File: config.mk
export PLATFORM = sky130hd
export DESIGN_NAME = ic_bram_cpu_bus_initiator
export DESIGN_NICKNAME = d
export VERILOG_FILES = /design/src/rtl/ic_bram_cpu_bus_initiator_pkg.sv /design/src/rtl/ic_bram_cpu_bus_initiator.sv
export SDC_FILE = /design/constraint.sdc
export NUM_CORES = 1
export LEC_CHECK = 0
export ABC_AREA = 1
export CORE_AREA = 2 2 96 191
export CTS_CLUSTER_DIAMETER = 150
export DETAILED_ROUTE_END_ITERATION = 6
export DIE_AREA = 0 0 98 193
export GPL_TIMING_DRIVEN = 1
export PLACE_DENSITY = 0.58
export SYNTH_ARGS = -nofsm -noshare
export SYNTH_HDL_FRONTEND = slang
export SYNTH_SLANG_ARGS = --single-unit
File: constraint.sdc
create_clock -name g_clk -period 2.75 [get_ports g_clk]
set_input_delay 0.275 -clock g_clk [delete_from_list [all_inputs] [get_ports g_clk]]
set_output_delay 0.275 -clock g_clk [all_outputs]
set_load 0.05 [all_outputs]
File: src/rtl/ic_bram_cpu_bus_initiator_pkg.sv
// Shared interconnect definitions for the BRAM-port-to-CPU-bus initiator.
package ic_bram_cpu_bus_initiator_pkg;

  localparam int unsigned IC_AW_DEFAULT = 32;
  localparam int unsigned IC_DW_DEFAULT = 32;

  // A request whose strobe reduces to this value is a read.
  localparam logic IC_WEN_READ = 1'b0;

  typedef enum logic [1:0] {
    ST_IDLE = 2'd0,
    ST_REQ  = 2'd1,
    ST_RSP  = 2'd2,
    ST_DONE = 2'd3
  } ic_init_state_t;

endpackage

File: src/rtl/ic_bram_cpu_bus_initiator.sv
// BRAM-style responder port for a local master, driving one outstanding
// CPU-bus transaction at a time (req/gnt then recv/ack).
module ic_bram_cpu_bus_initiator
  import ic_bram_cpu_bus_initiator_pkg::*;
#(
  parameter int unsigned AW = IC_AW_DEFAULT,
  parameter int unsigned DW = IC_DW_DEFAULT
) (
  input  logic            g_clk,
  input  logic            g_resetn,
  input  logic            bram_cen,
  input  logic [AW-1:0]   bram_addr,
  input  logic [DW-1:0]   bram_wdata,
  input  logic [DW/8-1:0] bram_wstrb,
  output logic            bram_stall,
  output logic [DW-1:0]   bram_rdata,
  output logic            bram_error,
  output logic            mem_req,
  input  logic            mem_gnt,
  output logic            mem_wen,
  output logic [DW/8-1:0] mem_strb,
  output logic [DW-1:0]   mem_wdata,
  output logic [AW-1:0]   mem_addr,
  input  logic            mem_recv,
  output logic            mem_ack,
  input  logic            mem_error,
  input  logic [DW-1:0]   mem_rdata
);

  ic_init_state_t r_state;
  ic_init_state_t w_state_nxt;

  logic [AW-1:0]   r_addr;
  logic [DW-1:0]   r_wdata;
  logic [DW/8-1:0] r_strb;
  logic [DW-1:0]   r_rdata;
  logic            r_error;

  logic            w_capture;
  logic            w_complete;
  logic            w_is_read;

  assign w_capture  = (r_state == ST_IDLE) && bram_cen;
  assign w_complete = (r_state == ST_RSP) && mem_recv;
  assign w_is_read  = ((|r_strb) == IC_WEN_READ);

  // State register; reset abandons any in-flight bus transaction.
  always_ff @(posedge g_clk or negedge g_resetn) begin
    if (!g_resetn) begin
      r_state <= ST_IDLE;
    end else begin
      r_state <= w_state_nxt;
    end
  end

  // Next-state logic; DONE always returns to IDLE so the held cen is
  // re-sampled as a fresh request no earlier than the following cycle.
  always_comb begin
    w_state_nxt = r_state;
    unique case (r_state)
      ST_IDLE: if (bram_cen) w_state_nxt = ST_REQ;
      ST_REQ:  if (mem_gnt)  w_state_nxt = ST_RSP;
      ST_RSP:  if (mem_recv) w_state_nxt = ST_DONE;
      ST_DONE: w_state_nxt = ST_IDLE;
      default: w_state_nxt = ST_IDLE;
    endcase
  end

  // Outputs decoded from state; mem_recv reaches only mem_ack combinationally.
  always_comb begin
    mem_req    = 1'b0;
    mem_ack    = 1'b0;
    bram_stall = 1'b1;
    unique case (r_state)
      ST_IDLE: bram_stall = bram_cen;
      ST_REQ:  mem_req    = 1'b1;
      ST_RSP:  mem_ack    = mem_recv;
      ST_DONE: bram_stall = 1'b0;
      default: bram_stall = bram_cen;
    endcase
  end

  // Capture the local request; fields stay frozen until the next IDLE.
  always_ff @(posedge g_clk or negedge g_resetn) begin
    if (!g_resetn) begin
      r_addr  <= '0;
      r_wdata <= '0;
      r_strb  <= '0;
    end else if (w_capture) begin
      r_addr  <= bram_addr;
      r_wdata <= bram_wdata;
      r_strb  <= bram_wstrb;
    end
  end

  // Register the bus response; writes leave read data untouched.
  always_ff @(posedge g_clk or negedge g_resetn) begin
    if (!g_resetn) begin
      r_rdata <= '0;
      r_error <= 1'b0;
    end else if (w_complete) begin
      r_error <= mem_error;
      if (w_is_read) begin
        r_rdata <= mem_rdata;
      end
    end
  end

  assign mem_addr   = r_addr;
  assign mem_wdata  = r_wdata;
  assign mem_strb   = r_strb;
  assign mem_wen    = |r_strb;
  assign bram_rdata = r_rdata;
  assign bram_error = r_error;

endmodule

==> results of run 1 <==
[where the power goes]
group	leakage (nW)	total, mW	switching (mW)	internal (mW)
clock network	0.156	1.35	0.598	0.748
logic	1.83	5.83	4.02	1.80
registers	1.29	2.66	0.431	2.23
[how the worst min path moves through the flow]
stage / end / slack [ns]
2_1_floorplan: bram_error / -0.02
3_3_place_gp: mem_addr[2] / 0.34
3_5_place_dp: mem_addr[0] / 0.34
4_1_cts: mem_addr[8] / 0.39
5_1_grt: mem_addr[8] / 0.43
6_report: mem_addr[8] / 0.40
[registers in the layout, indices dropped and copies added (netlist names)]
signal / cells
bram_error: 1
mem_strb: 4
mem_wdata: 32
mem_addr: 32
bram_rdata: 32
r_state: 2
[cell usage after synthesis (2+ instances only)]
library cell and count:
buf_2 23, buf_4 6, buf_6 4, dfrtp_1 103, ha_1 4, inv_1 7
nand2_1 213, nand3_1 69, nand4_1 34, nor2_4 2
[kinds of logic (layout without fill, tap and decap cells)]
logic type	after synthesis	in the layout
AO/OA/AOI/OAI	1	1
adder cells (fa/ha/maj)	4	4
buffers and inverters	43	244
flip-flops	103	103
AND/OR/NAND/NOR	320	320
[critical path, delay by kind of cell (launching register included)]
| family | cells | cell delay [ns] |
|---|---|---|
| buffers and inverters | 2 | 0.93 |
| DFF | 1 | 0.41 |
| adders and majority gates | 1 | 0.17 |
[layout make-up]
cell class	instances	area, µm²
Tap cell	213	267
Inverter	8	30.0
Clock inverter	6	76.3
Fill cell	1759	10700
Sequential cell	103	2580
Timing Repair Buffer	220	2200
Clock buffer	10	239
Multi-Input combinational cell	325	1460
[metal layers]
metal	track usage	up-vias	wire [µm]	share of wire
li1	-	1918	-	-
met1	0.191	1807	6010	0.45
met2	0.204	208	5620	0.42
met3	0.0627	14	1550	0.12
met4	0.0417	0	184	0.014
met5	0	-	0	0
[through the flow]
| step | util | setup slack, ns |
|---|---|---|
| 2_1_floorplan | - | 0.441 |
| 3_3_place_gp | 0.373 | 0.846 |
| 3_5_place_dp | 0.373 | 0.808 |
| 4_1_cts | 0.391 | 0.597 |
| 5_1_grt | 0.391 | 0.487 |
| 6_report | 0.391 | 0.617 |
==> metrics.txt, run 1 <==
top cell type's share of synthesized area=0.602; Hold Path Class=primary input to flop; Critical Path Source Type=flop; crit path cell chain=inv_1 > ha_1 > clkdlybuf4s50_1; Hold Vio Cnt, Final=0; CTS clk-pin slew, worst paths=0.08 ns; Cell Area, Placed=around 6500 µm²; Max Cap Violations=0; grt ovf=0; CP max FO=4; Cell Area, Synth=around 4300 µm²; outcome=complete, no violations; clock sinks=103; Worst Skew=approximately 0.0097 ns; commonest cells after routing, fill and taps aside=213 x nand2_1, 206 x clkdlybuf4s50_1, 103 x dfrtp_1; largest net degree at the start of global routing=70; DRT iter0 DRCs=approximately 150; fmax=between 400 and 500 MHz; Min Clock Period, post-route=roughly 2.1 ns; Clock Path Buffers=2; # H-tree levels=3; GPL Wtd Cong=0.789; Hold WS=0.398 ns; Final #Nets=between 700 and 800; worst path arrival time=around 1.9 ns; Adder-Cell Fraction of Synth Area=0.0117; Vias=3947; number of synthesized register bits=approximately 100; TritonCTS clock tree=done; area grow syn2layout=60.2%; Finished Cell Area=between 6000 and 7000 µm²; mean post-synth cell area=around 9 µm²; Vias/cell=approximately 4.5; RSZ-0062 raised after global routing=no; total CTS buffers=9; Core ar.=17500 µm²; Syn Inst Count=approximately 470; r2r setup slk=between 0.9 and 1 ns; placed instance count=868; non-filler cells, final=about 900; GRT Overall Usage=0.141; top_reg_cell synth=dfrtp_1; DIE AREA=18900 µm²; commonest non-fill, non-tap cell in the layout=nand2_1; FFs w/ async S/R, synth=1.00; Rel. slew slack=0.519; layout cells sized above 1=0.0521; Wirelength per Cell=15.1 µm; CP endpoint kind=primary output; critical path class=flop to primary output; Max Slew Vio Count=0; Port Buf Inserts=210; initial antenna violation count=0; Worst Max-Slew Pin Slew=approximately 0.72 ns; Initial DRT Pass Iterations=6; DR DRC count=0; die extent in y=around 190 µm; Root Driver=clkbuf_16; CP max-delay cell=clkdlybuf4s50_1; crit path launch=r_state[1]; Pwr Density=roughly 1400 nW/µm²; mux contribution to synthesized area=0; Post-CTS Setup Inserts=0; CP endpoint=mem_req; hold path start=bram_cen; Antenna diodes=0; Post-CTS Hold Fix Bufs=1; hold depth=4; Distinct cells, synth=16; Critical Path RT=around 2.5 ns; Max stage delay on crit path=approximately 0.83 ns; clock latency on the worst-skew pair=0.35 ns; Pwr Total=a little under 10 mW; sequential share of the synthesized area=0.602; num ports=about 210; largest family of logic cells by synthesized area=simple AND/OR/NAND/NOR gates; Post-DP HPWL=around 9300 µm; dominant cell type by area after synthesis=dfrtp_1; Synth Area in XOR/XNOR=0; Cell Rows=slightly below 70; remaining antenna violation count=0; Lkg Pwr=between 3 and 4 nW; vias in the first global route=4004; FF-to-FF Start=r_state[0]; Max VDD drop=approximately 0.00065 V; fin crit share=0.776; Initial Utilization=0.244; post-cts sizing count=0; Simple-Gate Fraction of Synth Area=0.328; Synth Warn #=0; drt total wl=13400 µm; Compound-Gate Fraction of Synth Area=0.00117; worst flop-to-flop path endpoint=bram_rdata[1]; final number of setup-violating endpoints=0; dominant cells by area after synthesis=dfrtp_1 60%, nand2_1 19%, nand3_1 8.1%; setup TNS=0 ns; R2R depth=7; Die X=around 98 µm; first-pass GRT wire length=21500 µm; Syn Nets=a little under 600; EDFF count, synth=0
No activity file was read; power rests on OpenSTA's default activity.
==> run 2, diff against run 1 <==
- PLACE_DENSITY: 0.58 -> 0.6
- clock period: 2.75 -> 1.9 ns (I/O delays scaled with it)
==> run 2 against run 1 <==
Hold slack got worse by 0.081 ns. Core utilization rose by 0.29 points. Clock power up 40%. Cell count stayed put. Flip-flop and latch count unchanged. Die area did not move. Routed wire length grew 1.7%. Non-clock buffer count unchanged. Sequential power up 45%. Setup slack got worse by 0.53 ns. Register-to-register slack worse by 0.73 ns. Critical path type unchanged.
==> metrics.txt, run 2 (synthesis gave the netlist of run 1 again) <==
hold depth=4; first-pass GRT wire length=22000 µm; final number of setup-violating endpoints=0; Cell Rows=69; hold worst-path end=mem_addr[16]; Antenna diodes=0; fmax=about 550 MHz; layout cells sized above 1=0.0580; setup TNS=0 ns; TritonCTS clock tree=done; CTS clk-pin slew, worst paths=approximately 0.08 ns; P_sw=~7.3 mW; clock latency on the worst-skew pair=0.34 ns; Pint=roughly 7 mW; Min Clock Period, post-route=between 1.5 and 2 ns; FF-to-FF Start=r_state[0]; # H-tree levels=3; Lkg Pwr=approximately 3.3 nW; Pwr Density=between 2000 and 2500 nW/µm²; num ports=roughly 210; CP endpoint kind=primary output; die extent in y=a little under 200 µm; Initial Utilization=0.244; Die X=between 90 and 100 µm; Critical Path RT=approximately 1.7 ns; largest net degree at the start of global routing=about 100; area grow syn2layout=61.4%; GRT Overall Usage=0.144; Final #Nets=approximately 800; worst path arrival time=1.62 ns; clock sinks=between 100 and 150; RSZ-0062 raised after global routing=yes; vias in the first global route=4068; Port Buf Inserts=210; Hold WS=approximately 0.32 ns; crit path launch=r_state[0]; Rel. slew slack=0.613; DIE AREA=around 19000 µm²; critical path class=flop to primary output; commonest non-fill, non-tap cell in the layout=nand2_1; grt ovf=0; fin crit share=0.954; Max Cap Violations=0; Wirelength per Cell=~15 µm; total CTS buffers=9; Vias=4009; Worst Max-Slew Pin Slew=~0.58 ns; worst flop-to-flop path endpoint=bram_rdata[8]; Comb power frac=0.600; Initial DRT Pass Iterations=4; Max Slew Vio Count=0; DR DRC count=0; drt total wl=~14000 µm; Max VDD drop=0.00108 V; Vias/cell=~4.5; r2r setup slk=around 0.2 ns; Clk network pwr share=0.132; Critical Path Source Type=flop; CP max FO=15; switching share of power=0.511; Root Driver=clkbuf_16; Worst Skew=between 0.01 and 0.015 ns; Hold Vio Cnt, Final=0; hold path start=bram_cen; GPL Wtd Cong=between 0.7 and 0.8; DRT iter0 DRCs=between 100 and 150; R2R depth=7; Seq pwr share=0.268; initial antenna violation count=0; remaining antenna violation count=0; outcome=complete, no violations; Core ar.=17500 µm²; Clock Path Buffers=2; commonest cells after routing, fill and taps aside=213 x nand2_1, 202 x clkdlybuf4s50_1, 103 x dfrtp_1; Post-DP HPWL=9140 µm; Hold Path Class=primary input to flop
==> run 2: layer usage <==
layer / vias to the layer above / share of wire / GRT usage
met3: 9 / 0.11 / 0.0591
met2: 217 / 0.43 / 0.217
met4: 0 / 0.010 / 0.0369
met5: - / 0 / 0
met1: 1859 / 0.45 / 0.193
li1: 1924 / - / -
==> run 2: how the worst max path moves through the flow <==
stage / end / slack (ns) / depth (start not counted)
2_1_floorplan: bram_stall / 0.06 / 5
3_3_place_gp: bram_rdata[7] / 0.22 / 7
3_5_place_dp: bram_rdata[8] / 0.12 / 7
4_1_cts: bram_stall / 0.05 / 5
5_1_grt: bram_stall / -0.02 / 5
6_report: mem_ack / 0.09 / 5
==> run 2: metrics by stage <==
stage               setup WS [ns]  total power, mW   util  instance area (µm²)  instances
finish                     0.0878             14.4  0.394                 6910        885
global route              -0.0196             15.2  0.394                 6910        885
CTS                        0.0511             14.6  0.394                 6900        885
detailed placement          0.119             12.4  0.374                 6550        867
global placement            0.223             12.4  0.374                 6550        867
floorplan                  0.0591             9.33      -                 4280        471
==> run 2: layout make-up <==
| cell class | instances | area [µm²] |
|---|---|---|
| fill | 1742 | 10600 |
| sequential | 103 | 2580 |
| timing repair buffer | 220 | 2260 |
| multi-input combinational | 325 | 1470 |
| tap | 213 | 267 |
| clock buffer | 10 | 229 |
| clock inverter | 6 | 73.8 |
| inverter | 8 | 31.3 |
==> run 2: what timing repair did <==
action,in CTS,in global routing
buffers inserted,0,0
endpoints found under the hold margin,103,0
pin swaps,0,1
resized for setup,2,1
cloned,1,0
endpoints found under the setup margin,1,15
hold buffers,1,0
==> run 2: critical path, cell delays in order (launching register included) <==
cell and delay, ns:
dfrtp_1 0.40, inv_1 0.09, ha_1 0.22, nand2_1 0.11, clkinv_2 0.23, buf_12 0.24
==> run 2: power by group through the flow <==
stage | clock [mW] | sequential (mW) | combinational, mW
after floorplan | 0 | 7.32 | 2.01
after global placement | 0 | 3.86 | 8.51
after detailed placement | 0 | 3.88 | 8.55
after CTS | 1.97 | 3.87 | 8.73
after global routing | 2.05 | 3.99 | 9.18
final | 1.89 | 3.85 | 8.62
==> run 3, diff against run 2 <==
- RECOVER_POWER: default -> 100
==> run 3 against run 2 <==
Non-clock buffer count stayed put. Critical path depth stayed put. Setup slack worse by 0.013 ns. Clock-buffer cell count stayed put. Routed wire length is 0.46% higher. Flip-flop and latch count stayed put. First-iteration DRC count is 11% higher. Cell count stayed put. Critical endpoint unchanged. Largest cell class unchanged. Hold slack worse by 0.0022 ns. Core utilization is 0.14 points lower. Design area is 0.36% lower.
==> metrics.txt, run 3 (synthesis gave the netlist of run 1 again) <==
num ports=roughly 210; Critical Path Source Type=flop; total CTS buffers=9; Clock Path Buffers=2; die extent in y=roughly 190 µm; GPL Wtd Cong=between 0.7 and 0.8; remaining antenna violation count=0; drt total wl=roughly 14000 µm; vias in the first global route=around 4100; Lkg Pwr=~3.4 nW; Hold Vio Cnt, Final=0; final number of setup-violating endpoints=0; Hold Path Class=primary input to flop; # H-tree levels=3; Pwr Density=just over 2000 nW/µm²; worst path arrival time=about 1.6 ns; setup TNS=0 ns; outcome=complete, no violations; Max Slew Vio Count=0; CP endpoint kind=primary output; Min Clock Period, post-route=1.82 ns; CP max-delay cell=dfrtp_1; Core ar.=approximately 18000 µm²; Max stage delay on crit path=0.40 ns; Worst Max-Slew Pin Slew=approximately 1.3 ns; Initial Utilization=0.244; RSZ-0062 raised after global routing=yes; clock sinks=~100; Antenna diodes=0; Root Driver=clkbuf_16; Post-DP HPWL=about 9100 µm; Cell Rows=69; Die X=a little under 100 µm; initial antenna violation count=0; DIE AREA=approximately 19000 µm²; TritonCTS clock tree=done; Post-Place Worst Slack=between 0.1 and 0.15 ns; Vias/cell=4.54; clock latency on the worst-skew pair=about 0.34 ns; CP max FO=15; GRT Overall Usage=0.144; Vias=between 4000 and 5000; area grow syn2layout=60.8%; critical path class=flop to primary output; commonest cells after routing, fill and taps aside=213 x nand2_1, 105 x clkdlybuf4s50_1, 103 x dfrtp_1; first-pass GRT wire length=about 22000 µm; Wirelength per Cell=15.4 µm; Final #Nets=between 700 and 800; largest net degree at the start of global routing=around 100; grt ovf=0; crit path cell chain=inv_1 > ha_1 > nand2_1 > clkinv_2 > buf_12; Max VDD drop=approximately 0.0011 V; Port Buf Inserts=210; Worst Skew=around 0.011 ns; layout cells sized above 1=0.0551; Rel. slew slack=0.105; Max Cap Violations=0; commonest non-fill, non-tap cell in the layout=nand2_1; Critical Path RT=1.71 ns; number of filler cells placed in the layout=between 1500 and 2000; fin crit share=0.960; DRT iter0 DRCs=130; fmax=around 550 MHz; Initial DRT Pass Iterations=4; Post-CTS Setup Inserts=0; DR DRC count=0; CTS clk-pin slew, worst paths=around 0.08 ns; worst setup margin=around 0.075 ns
==> run 3: what timing repair did <==
action / in CTS / in global routing
hold endpoints to repair: 103 / 0
pin swaps: 0 / 1
gates resized for setup: 2 / 1
cloned: 1 / 0
hold buffers: 1 / 0
setup endpoints to repair: 1 / 15
==> run 3: worst paths after layout <==
check / to / startpoint / slack (ns) / depth (start not counted)
setup / recovery: mem_ack / r_state[0] / 0.08 / 5
hold / removal: mem_addr[16] / bram_cen / 0.31 / 4
setup reg to reg: bram_rdata[8] / r_state[0] / 0.18 / 7
hold reg to reg: mem_wdata[27] / mem_wdata[27] / 0.47 / 2
max in group asynchronous: mem_addr[0] / g_resetn / 0.24 / 3
min in group asynchronous: mem_addr[1] / g_resetn / 0.77 / 3
==> run 3: worst max-delay path, delay by kind of cell (launching register included) <==
| family | cells | cell delay [ns] |
|---|---|---|
| buffers and inverters | 3 | 0.56 |
| flip-flops | 1 | 0.40 |
| adder cells (fa/ha/maj) | 1 | 0.22 |
| AND/OR/NAND/NOR | 1 | 0.11 |
==> run 3: final cells by class <==
type	instances	area (µm²)	area share
multi-input cells	325	1470	0.214
clock buffers	10	229	0.0333
clock inverters	6	73.8	0.0107
flip-flops and latches	103	2580	0.375
inverters	8	31.3	0.00455
repair buffers	220	2230	0.324
well taps	213	267	0.0387
==> run 3: report_power, final <==
part	internal [mW]	total, mW	switching, mW
clock network	1.04	1.89	0.852
logic	2.39	8.26	5.87
registers	3.22	3.80	0.582
==> run 3: through the flow <==
| stage | hold slack (ns) | total power, mW | std cells | instance area (µm²) | util |
|---|---|---|---|---|---|
| after global routing | 0.341 | 14.8 | 885 | 6880 | 0.393 |
| after CTS | 0.315 | 14.6 | 885 | 6900 | 0.394 |
| final | 0.314 | 14.0 | 885 | 6880 | 0.393 |
| after global placement | 0.315 | 12.4 | 867 | 6550 | 0.374 |
| after detailed placement | 0.314 | 12.4 | 867 | 6550 | 0.374 |
| after floorplan | -0.106 | 9.33 | 471 | 4280 | - |
==> run 3: metal layers <==
metal / track usage / vias up / wire (µm)
met4: 0.0369 / 0 / 138
met5: 0 / - / 0
met2: 0.217 / 222 / 5930
met1: 0.193 / 1859 / 6080
met3: 0.0591 / 9 / 1520
li1: - / 1929 / -
